`src/rtl/demux4_stream_pkg.sv`:
```
// demux4_pkg: shared state type and channel geometry for the 1-to-4 stream demux
package demux4_pkg;
  typedef enum logic {EMPTY, FULL} demux_state_t;
  localparam int NUM_CH = 4;
  localparam int SEL_W = 2;
endpackage

```
`src/rtl/demux4_stream_if.sv`:
```
// demux4_stream_if: single input stream plus four valid/ready output channels sharing one data bus
interface demux4_stream_if import demux4_pkg::*; #(parameter int N = 1);
  logic [N-1:0]      in_data;
  logic [SEL_W-1:0]  in_sel;
  logic              in_valid;
  logic              in_ready;
  logic [N-1:0]      out_data;
  logic [NUM_CH-1:0] out_valid;
  logic [NUM_CH-1:0] out_ready;
  modport slave (input in_data, in_sel, in_valid, out_ready, output in_ready, out_data, out_valid);
  modport master (output in_data, in_sel, in_valid, out_ready, input in_ready, out_data, out_valid);
endinterface

```
`src/rtl/demux4_stream_decoder.sv`:
```
// decoder2to4: one-hot decode of a 2-bit index, all zeros when disabled
module decoder2to4 (
  input  logic [1:0] sel_i,
  input  logic       en_i,
  output logic [3:0] dec_o
);
  assign dec_o = en_i ? 4'b0001 << sel_i : 4'b0000;
endmodule

```
`src/rtl/demux4_stream.sv`:
```
// demux4_stream: registered 1-to-4 valid/ready demultiplexer with a one-word holding register
module demux4_stream import demux4_pkg::*; #(parameter int N = 1) (
  input  logic            clk,
  input  logic            rst,
  input  logic            flush,
  demux4_stream_if.slave  s,
  output logic            busy
);
  demux_state_t     state_q;
  logic [N-1:0]     data_q;
  logic [SEL_W-1:0] sel_q;
  logic             xfer, accept;
  assign busy       = state_q == FULL;
  assign xfer       = busy & s.out_ready[sel_q];
  assign s.in_ready = !rst & !flush & (!busy | s.out_ready[sel_q]);
  assign accept     = s.in_valid & s.in_ready;
  assign s.out_data = data_q;
  decoder2to4 u_dec (.sel_i(sel_q), .en_i(busy), .dec_o(s.out_valid));
  // holding register: flush drops the word, accept (re)loads it, a lone transfer empties it
  always_ff @(posedge clk) begin
    if (rst) begin
      state_q <= EMPTY;
      data_q  <= '0;
      sel_q   <= '0;
    end else if (flush) begin
      state_q <= EMPTY;
    end else if (accept) begin
      state_q <= FULL;
      data_q  <= s.in_data;
      sel_q   <= s.in_sel;
    end else if (xfer) begin
      state_q <= EMPTY;
    end
  end
endmodule

```
`src/flat_wrapper.sv`:
```
// flat-port wrapper written by rule: the top's interface ports become plain ports
module demux4_stream_flat import demux4_pkg::*;
#(parameter int N = 1)
  (clk, rst, flush, busy, s_in_data, s_in_sel, s_in_valid, s_out_ready, s_in_ready, s_out_data, s_out_valid);
  demux4_stream_if #(.N(N)) s_i ();
  input  logic clk;
  input  logic rst;
  input  logic flush;
  output logic busy;
  input wire logic [$bits(s_i.in_data)-1:0] s_in_data;
  input wire logic [$bits(s_i.in_sel)-1:0] s_in_sel;
  input wire logic [$bits(s_i.in_valid)-1:0] s_in_valid;
  input wire logic [$bits(s_i.out_ready)-1:0] s_out_ready;
  output wire logic [$bits(s_i.in_ready)-1:0] s_in_ready;
  output wire logic [$bits(s_i.out_data)-1:0] s_out_data;
  output wire logic [$bits(s_i.out_valid)-1:0] s_out_valid;
  assign s_i.in_data = s_in_data;
  assign s_i.in_sel = s_in_sel;
  assign s_i.in_valid = s_in_valid;
  assign s_i.out_ready = s_out_ready;
  assign s_in_ready = s_i.in_ready;
  assign s_out_data = s_i.out_data;
  assign s_out_valid = s_i.out_valid;
  demux4_stream #(.N(N)) u_core (.clk(clk), .rst(rst), .flush(flush), .s(s_i), .busy(busy));
endmodule
```
`config.mk`:
```
export PLATFORM = sky130hd
export DESIGN_NAME = demux4_stream_flat
export DESIGN_NICKNAME = d
export VERILOG_FILES = /design/src/rtl/demux4_stream_pkg.sv /design/src/rtl/demux4_stream_if.sv /design/src/rtl/demux4_stream_decoder.sv /design/src/rtl/demux4_stream.sv /design/src/flat_wrapper.sv
export SDC_FILE = /design/constraint.sdc
export NUM_CORES = 1
export LEC_CHECK = 0
export ABC_AREA = 1
export CELL_PAD_IN_SITES_DETAIL_PLACEMENT = 0
export CELL_PAD_IN_SITES_GLOBAL_PLACEMENT = 2
export CORE_MARGIN = 2
export CORE_UTILIZATION = 13
export DETAILED_ROUTE_END_ITERATION = 8
export PLACE_DENSITY_LB_ADDON = 0.3
export SYNTH_ARGS = -nofsm -noshare
export SYNTH_HDL_FRONTEND = slang
export SYNTH_HIERARCHICAL = 1
export SYNTH_SLANG_ARGS = --single-unit
```
`constraint.sdc`:
```
create_clock -name clk -period 1 [get_ports clk]
set_input_delay 0.1 -clock clk [delete_from_list [all_inputs] [get_ports clk]]
set_output_delay 0.1 -clock clk [all_outputs]
set_load 0.01 [all_outputs]
```
======== Yosys cells after proc, flatten, opt, wreduce, memory -nomap -nowiden ========
Index checks and enable logic that the tools add are counted.
word-level totals
  register bits ........................... 4
  latch bits .............................. 0
  memory bits (writable) .................. 0
  bits in read-only memories .............. 0
  input bits .............................. 11
  output and inout port bits .............. 7
  word-level logic and storage cells ...... 22
  memories kept ........................... 0
operators by class
  add/sub/neg operators ................... 0
  multipliers ............................. 0
  div/mod/pow operators ................... 0
  $lt $le $gt $ge ......................... 1
  equal/unequal tests ..................... 0
  shift-type cells ........................ 1
  multiplexer cells ....................... 5
  bitwise logic cells ..................... 6
  reductions and logical operators ........ 6
operators by type and width
  cell                   number
  $and A1 B1 Y1          4
  $mux W4                1
  $shl A1 B2 Y4 const A  1
  $logic_not A1 Y1       3
  $lt A2 B3 Y1 const B   1
  $mux W1                3
  $bmux W1 S2            1
  $reduce_and A2 Y1      1
  $reduce_bool A2 Y1     1
  $reduce_or A2 Y1       1
  $not A1 Y1             1
  $or A1 B1 Y1           1

======== Logic depth before layout (Yosys ltp) ========
Gate-level depths: netlist of run 1.
  depth in word-level cells ............... 6
  gate-level depth with buffers ........... 9
  gate-level depth less buffers ........... 9

======== By module ========
Netlist of run 1, hierarchy kept.
by module, submodules not included
  module         instances  cells each  area an instance (um2)  sequential area each (um2)
  demux4_stream  1          39          252.7                   80.1
  decoder2to4    1          8           30.0                    0.0

======== Worst setup path after synthesis of run 1 ========
Ideal clock, no wire load.
  path kind ............................... register -> register
  start point ............................. register u_core.sel_q[0]
  end point ............................... register u_core.data_q (netlist: u_core/s.out_data)
  library setup time ...................... 0.110 ns
  arrival time ............................ 0.881 ns
  required time ........................... 0.890 ns
  slack ................................... 0.009 ns
  stages on the path, launching flop included .. 10
  buffers on the path ..................... 0
  clock period less this slack ............ 0.991 ns
  path through ............................ dfxtp_1 inv_2 nand2_1 nand3_1 nand2_2 nand2_4 nand3_4 nand2_1 inv_1 nor2_1
between the ends
  longest elaborated chain between the ends .. 6
RTL lines
  what                           RTL line             RTL
  start: declaration             demux4_stream.sv:11  logic [SEL_W-1:0] sel_q;
  start signal: assignment       demux4_stream.sv:30  sel_q <= s.in_sel;
  $bmux W1 S2                    demux4_stream.sv:15  assign s.in_ready = !rst & !flush & (!busy | s.out_ready[sel_q]);
  $mux W1 (not written as such)  demux4_stream.sv:15
  $or A1 B1 Y1                   demux4_stream.sv:15
  $and A1 B1 Y1                  demux4_stream.sv:15
  $and A1 B1 Y1                  demux4_stream.sv:16  assign accept = s.in_valid & s.in_ready;
  $reduce_and A2 Y1 (no line)    --
  end signal: assignment         demux4_stream.sv:29  data_q <= s.in_data;
  end: declaration               demux4_stream.sv:10  logic [N-1:0] data_q;
No other way between the ends. The select of a mux whose other input is x is not followed.
A chain may end at the register's enable or synchronous reset.

======== Final worst setup path of run 1 ========
  start point ............................. register u_core.sel_q[0]
  end point ............................... register u_core.sel_q[0]
between the ends
  longest elaborated chain between the ends .. 6
RTL lines
  what                           RTL line
  $bmux W1 S2                    demux4_stream.sv:15
  $mux W1 (not written as such)  demux4_stream.sv:15
  $or A1 B1 Y1                   demux4_stream.sv:15
  $and A1 B1 Y1                  demux4_stream.sv:15
  $and A1 B1 Y1                  demux4_stream.sv:16
  $reduce_and A2 Y1 (no line)    --
No other way between the ends. The select of a mux whose other input is x is not followed.

==> results of run 1 <==
==> tightest hold or removal path, stage by stage (launching register included) <==
cell and delay [ns]:
dfxtp_1 0.29, inv_1 0.04, nand2_1 0.04, inv_1 0.04
nor2_1 0.03
==> power by group through the flow <==
stage	Clock, mW	Combinational (mW)	Sequential, mW
after CTS	0.202	0.136	0.174
after detailed placement	0	0.132	0.177
after global routing	0.217	0.158	0.176
final	0.196	0.143	0.175
after global placement	0	0.133	0.177
after floorplan	0	0.0510	0.179
==> cell type report <==
class | instances | area share (%)
Timing Repair Buffer | 25 | 35.2
Tap cell | 27 | 5.97
Clock buffer | 3 | 3.98
Inverter | 13 | 9.07
Multi-Input combinational cell | 30 | 30.5
Sequential cell | 4 | 15.3
==> path summary, 6_finish.rpt <==
path,from,slack [ns],end
worst min-delay path,u_core/s.out_data,0.50,u_core/s.out_data
worst max-delay path,u_core/sel_q[0],-0.15,u_core/sel_q[0]
worst min register to register,u_core/s.out_data,0.50,u_core/s.out_data
worst max register to register,u_core/sel_q[0],-0.15,u_core/sel_q[0]
==> timing repair <==
action                                  in CTS  in global routing
resized for setup                           24                 12
setup buffers                                2                  0
pin swaps                                    6                  4
endpoints found under the setup margin      11                  9
==> layer usage <==
metal  up-vias  global-route usage (%)  share of wire, %
met4         0                    5.41                 0
met3         0                   0.893               7.0
met2        15                    9.21                47
met5         -                       0                 0
li1        197                       -                 -
met1       147                    6.98                46
==> cell usage in the layout, fill, tap and decap left out <==
cell type | synthesis | layout
a21oi_1 | 2 | 1
a21oi_2 | 0 | 1
buf_2 | 0 | 5
buf_4 | 0 | 8
clkbuf_2 | 0 | 1
clkbuf_4 | 0 | 3
clkdlybuf4s50_1 | 0 | 10
dfxtp_1 | 4 | 1
dfxtp_2 | 0 | 2
dfxtp_4 | 0 | 1
dlygate4sd2_1 | 0 | 1
inv_1 | 12 | 11
inv_2 | 1 | 1
inv_4 | 0 | 1
nand2_1 | 12 | 8
nand2_2 | 1 | 5
nand2_4 | 1 | 1
nand3_2 | 1 | 2
nand3_4 | 1 | 1
nand4_1 | 3 | 3
nor2_1 | 8 | 8
==> state kept, by name, indices dropped and copies added, names as in the netlist <==
name	cells
u_core/busy	1
u_core/sel_q	2
u_core/s.out_data	1
==> cell families after synthesis <==
logic type / share of synthesized area (%)
compound gates: 3.54
buf+inv: 17.3
flops: 28.3
simple gates: 50.9
==> reports/metrics.yaml, run 1 <==
run_status: "finished, violations left"
violations: "setup timing"
diodes: 0
multi_input_area_um2: 173
synth_cell_types: 12
cts_made_buffers: 3
yosysSeqAreaShare_pct: 28.3
synth-edff-count: 0
cp.arrival_ns: 1.31
rows: 16
fin_nets: 88
fp.dieW_um: 50.6
firstDrtPassIters: 2
coreArea_um2: 2000
root_buffer: "clkbuf_4"
syn-num-nets: 58
cp.required_ns: 1.16
ioPinCount: 18
yosys-top-cells-area: "dfxtp_1 28%, inv_1 16%, nand2_1 16%"
fin_cells: 102
rr_worst_depth: 10
dieArea_um2: 2560
p_seq_share_pct: 34.0
synth_cells: 47
path_class: "register to register"
regArea_um2: 86.3
startpoint_type: "register"
cts_buffer_depth: 2
tns_ns: -1.02
power_frac_clock_pct: 38.1
yosysWarnings: 6
layout_setup_ws_ns: -0.146
finClkSkew_ns: 0.00203
pwr_density_cell_nw_per_um2: 910
p_int_mw: 0.385
setup_viol: 9
final_hold_viol_count: 0
hp-class: "register to register"
ys_top_cells_by_count: "12 x inv_1, 12 x nand2_1, 8 x nor2_1, 4 x dfxtp_1, 3 x nand4_1"
cp_max_fo: 5
ys_ff_latch: 4
clock_sink_count: 4
rsz0062_at_grt: "true"
leakage_nw: 0.290
slowest_delay_ns: 0.35
ys.flop_type: "dfxtp_1"
holdPathStages: 4
hpwl_um: 603
htreeDepth: 1
dp_cells: 97
grt_max_degree: 6
combPwrFrac_pct: 27.9
post-route-util_pct: 28.2
drive_gt1_share_pct: 42.7
end_kind: "register"
routed_via_density: 3.52
cts_tree: "built"
holdWs_ns: 0.495
path_depth: 10
fin_crit_ns: 1.15
pre_cts_slack_ns: -0.570
port_buffers: 17
fillerInstances: 240
crit_slowest_cell: "dfxtp_4"
cap_violations: 0
ant_nets: 0
crit_top_cell: "nand2_2"
route.detailed.drc: 0
via_count: 359
async_reset_ff_share_pct: 0
chipHeight_um: 50.6
postCtsHoldBufs: 0
swShare_pct: 25.2
gp_congestion: 0.705
power_mw: 0.515
max_freq_mhz: 873
timing_max_transition_violations_final: 0
postPlaceCellArea_um2: 532
antenna_found_initial: 0
ir_drop_v: 0.000317
netSwitchingPower_mw: 0.130
cp_top_family: "simple AND/OR/NAND/NOR gates"
track_usage_pct: 5.94
first_global_vias: 294
worst_slew_pin_slew_ns: 0.198
start_util_pct: 14.1
routedWlPerCell_um: 7.31
grt-ovfl-total: 0
grt_pass1_wl_um: 1140
avgSynthCellArea_um2: 6.02
areaGrowthSynthToFinish_pct: 100
clk_latency_ns: 0.23
relSlewSlack_pct: 86.8
path_buf_inv: 3
synth_top_area_share_pct: 28.3
fin_crit_sh_pct: 115
synth_top_cell_by_area: "dfxtp_1"
drt-total-wl_um: 746
path_cells: "inv_4 -> nand2_2 -> nand3_2 -> nand2_2 -> buf_4 -> nand2_4 -> nand3_4 -> nand2_1 -> inv_1 -> nor2_1"
first_iter_violations: 6
synth_area_um2: 283
stdcell_area_um2: 566
cts.clk_slew.worst_paths_ns: 0.04
Note: power is estimated with default switching activity, not from simulation.
==> run 2, diff against run 1 <==
- CORE_MARGIN: 2 -> 5
==> reports/metrics.yaml, run 2 (same netlist as run 1, synthesis figures left out) <==
p_seq_share_pct: 33.6  # was 34.0%
drt-total-wl_um: 838  # was 746 um
leakage_nw: 0.281  # was 0.290 nW
cts_made_buffers: 3  # unchanged
cp.arrival_ns: 1.08  # was 1.31 ns
pwr_density_cell_nw_per_um2: 890  # was 910 nW/um2
clk_latency_ns: 0.23  # about the same
grt_max_degree: 6  # unchanged
tns_ns: -0.859  # was -1.02 ns
cap_violations: 0  # unchanged
cp_top_family: "flip-flops"  # was simple AND/OR/NAND/NOR gates
fin_cells: 102  # unchanged
power_mw: 0.520  # was 0.515 mW
fin_crit_ns: 1.18  # was 1.15 ns
run_status: "finished, violations left"  # unchanged
hp-class: "register to register"  # unchanged
path_buf_inv: 2  # was 3
fin_nets: 88  # unchanged
start_util_pct: 14.0  # was 14.1%
cts_tree: "built"  # unchanged
cts_buffer_depth: 2  # unchanged
post-route-util_pct: 28.9  # was 28.2%
max_freq_mhz: 848  # was 873 MHz
grt_pass1_wl_um: 1370  # was 1140 um
dieArea_um2: 3210  # was 2560 um2
mostFrequentLayoutCells: "10 x clkdlybuf4s50_1, 10 x inv_1, 8 x buf_4, 8 x nand2_1, 7 x nor2_1"  # was 11 x inv_1, 10 x clkdlybuf4s50_1, 8 x nand2_1, 8 x nor2_1, 8 x buf_4
via_count: 368  # was 359
chipHeight_um: 56.6  # was 50.6 um
gp_congestion: 0.737  # was 0.705
htreeDepth: 1  # unchanged
layout_setup_ws_ns: -0.180  # was -0.146 ns
combPwrFrac_pct: 30.0  # was 27.9%
slowest_delay_ns: 0.33  # was 0.35 ns
first_iter_violations: 5  # was 6
ioPinCount: 18  # unchanged
crit_slowest_cell: "dfxtp_2"  # was dfxtp_4
clock_sink_count: 4  # unchanged
ant_nets: 0  # unchanged
root_buffer: "clkbuf_4"  # unchanged
largest_register_ff_count: 2  # unchanged
route.detailed.drc: 0  # unchanged
cp.required_ns: 0.90  # was 1.16 ns
power_frac_clock_pct: 36.4  # was 38.1%
startpoint_type: "register"  # unchanged
routedWlPerCell_um: 8.22  # was 7.31 um
fp.dieW_um: 56.6  # was 50.6 um
worst_slew_pin_slew_ns: 0.203  # was 0.198 ns
grt-ovfl-total: 0  # unchanged
antenna_found_initial: 0  # unchanged
end_kind: "primary output"  # was register
finClkSkew_ns: 0.000121  # was 0.00203 ns
port_buffers: 17  # unchanged
firstDrtPassIters: 2  # unchanged
hpwl_um: 678  # was 603 um
track_usage_pct: 5.72  # was 5.94%
final_hold_viol_count: 0  # unchanged
rsz0062_at_grt: "true"  # unchanged
path_cells: "inv_2 -> nand2_2 -> nand3_2 -> nand2_2 -> a21oi_2 -> buf_2"  # was inv_4 -> nand2_2 -> nand3_2 -> nand2_2 -> buf_4 -> nand2_4 -> nand3_4 -> nand2_1 -> inv_1 -> nor2_1
cp_max_fo: 4  # was 5
coreArea_um2: 2020  # was 2000 um2
cts.clk_slew.worst_paths_ns: 0.03  # was 0.04 ns
pre_cts_slack_ns: -0.570  # about the same
crit_top_cell: "nand2_2"  # unchanged
rows: 16  # unchanged
dp_cells: 98  # was 97
timing_max_transition_violations_final: 0  # unchanged
routed_via_density: 3.61  # was 3.52
diodes: 0  # unchanged
areaGrowthSynthToFinish_pct: 107  # was 100%
setup_viol: 9  # unchanged
violations: "setup timing"  # unchanged
fin_crit_sh_pct: 118  # was 115%
ir_drop_v: 0.000259  # was 0.000317 V
swShare_pct: 25.0  # was 25.2%
regMostFlops: "u_core/sel_q"  # unchanged
path_class: "register to primary output"  # was register to register
netSwitchingPower_mw: 0.130  # about the same
relSlewSlack_pct: 86.4  # was 86.8%
p_int_mw: 0.390  # was 0.385 mW
first_global_vias: 355  # was 294
drive_gt1_share_pct: 46.7  # was 42.7%
-- run 2: through the flow --
step,cell area (um2),hold WS (ns)
floorplan,283,0.261
global placement,539,0.501
detailed placement,539,0.512
CTS,554,0.516
global route,584,0.541
finish,584,0.506
-- run 2: worst min-delay path: stages, from the launching register on --
cell	delay, ns
dfxtp_1	0.30
inv_1	0.05
nand2_1	0.04
inv_1	0.04
nor2_1	0.03
-- run 2: cell type report --
type | count | area, um2
flip-flops and latches | 4 | 86.3
inverters | 13 | 48.8
fillers | 236 | 1440
clock buffers | 3 | 22.5
multi-input cells | 30 | 188
repair buffers | 25 | 205
well taps | 27 | 33.8
-- run 2: path summary, 6_finish.rpt --
kind	startpoint	to	slack [ns]	depth (start not counted)
min reg2reg	u_core/s.out_data	u_core/s.out_data	0.51	4
min	u_core/s.out_data	u_core/s.out_data	0.51	4
max	u_core/sel_q[0]	s_in_ready	-0.18	6
max reg2reg	u_core/sel_q[0]	u_core/sel_q[1]	-0.12	10
-- run 2: what timing repair did --
item	in CTS	in global routing
gates resized for setup	31	10
setup buffers	1	0
hold buffers	0	0
pin swaps	5	4
setup endpoints to repair	11	9
-- run 2: metal layers --
metal | vias up | wire (um) | GRT usage, % | share of wire [%]
li1 | 198 | - | - | -
met1 | 151 | 378 | 6.76 | 45
met2 | 17 | 362 | 7.10 | 43
met3 | 2 | 71 | 1.83 | 8.5
met4 | 0 | 25 | 7.12 | 3.0
met5 | - | 0 | 0 | 0
-- run 2: power groups by stage --
stage	Sequential, mW	Combinational (mW)	Clock [mW]
2_1_floorplan	0.179	0.0510	0
3_3_place_gp	0.177	0.139	0
3_5_place_dp	0.178	0.137	0
4_1_cts	0.174	0.139	0.202
5_1_grt	0.176	0.171	0.205
6_report	0.174	0.156	0.189
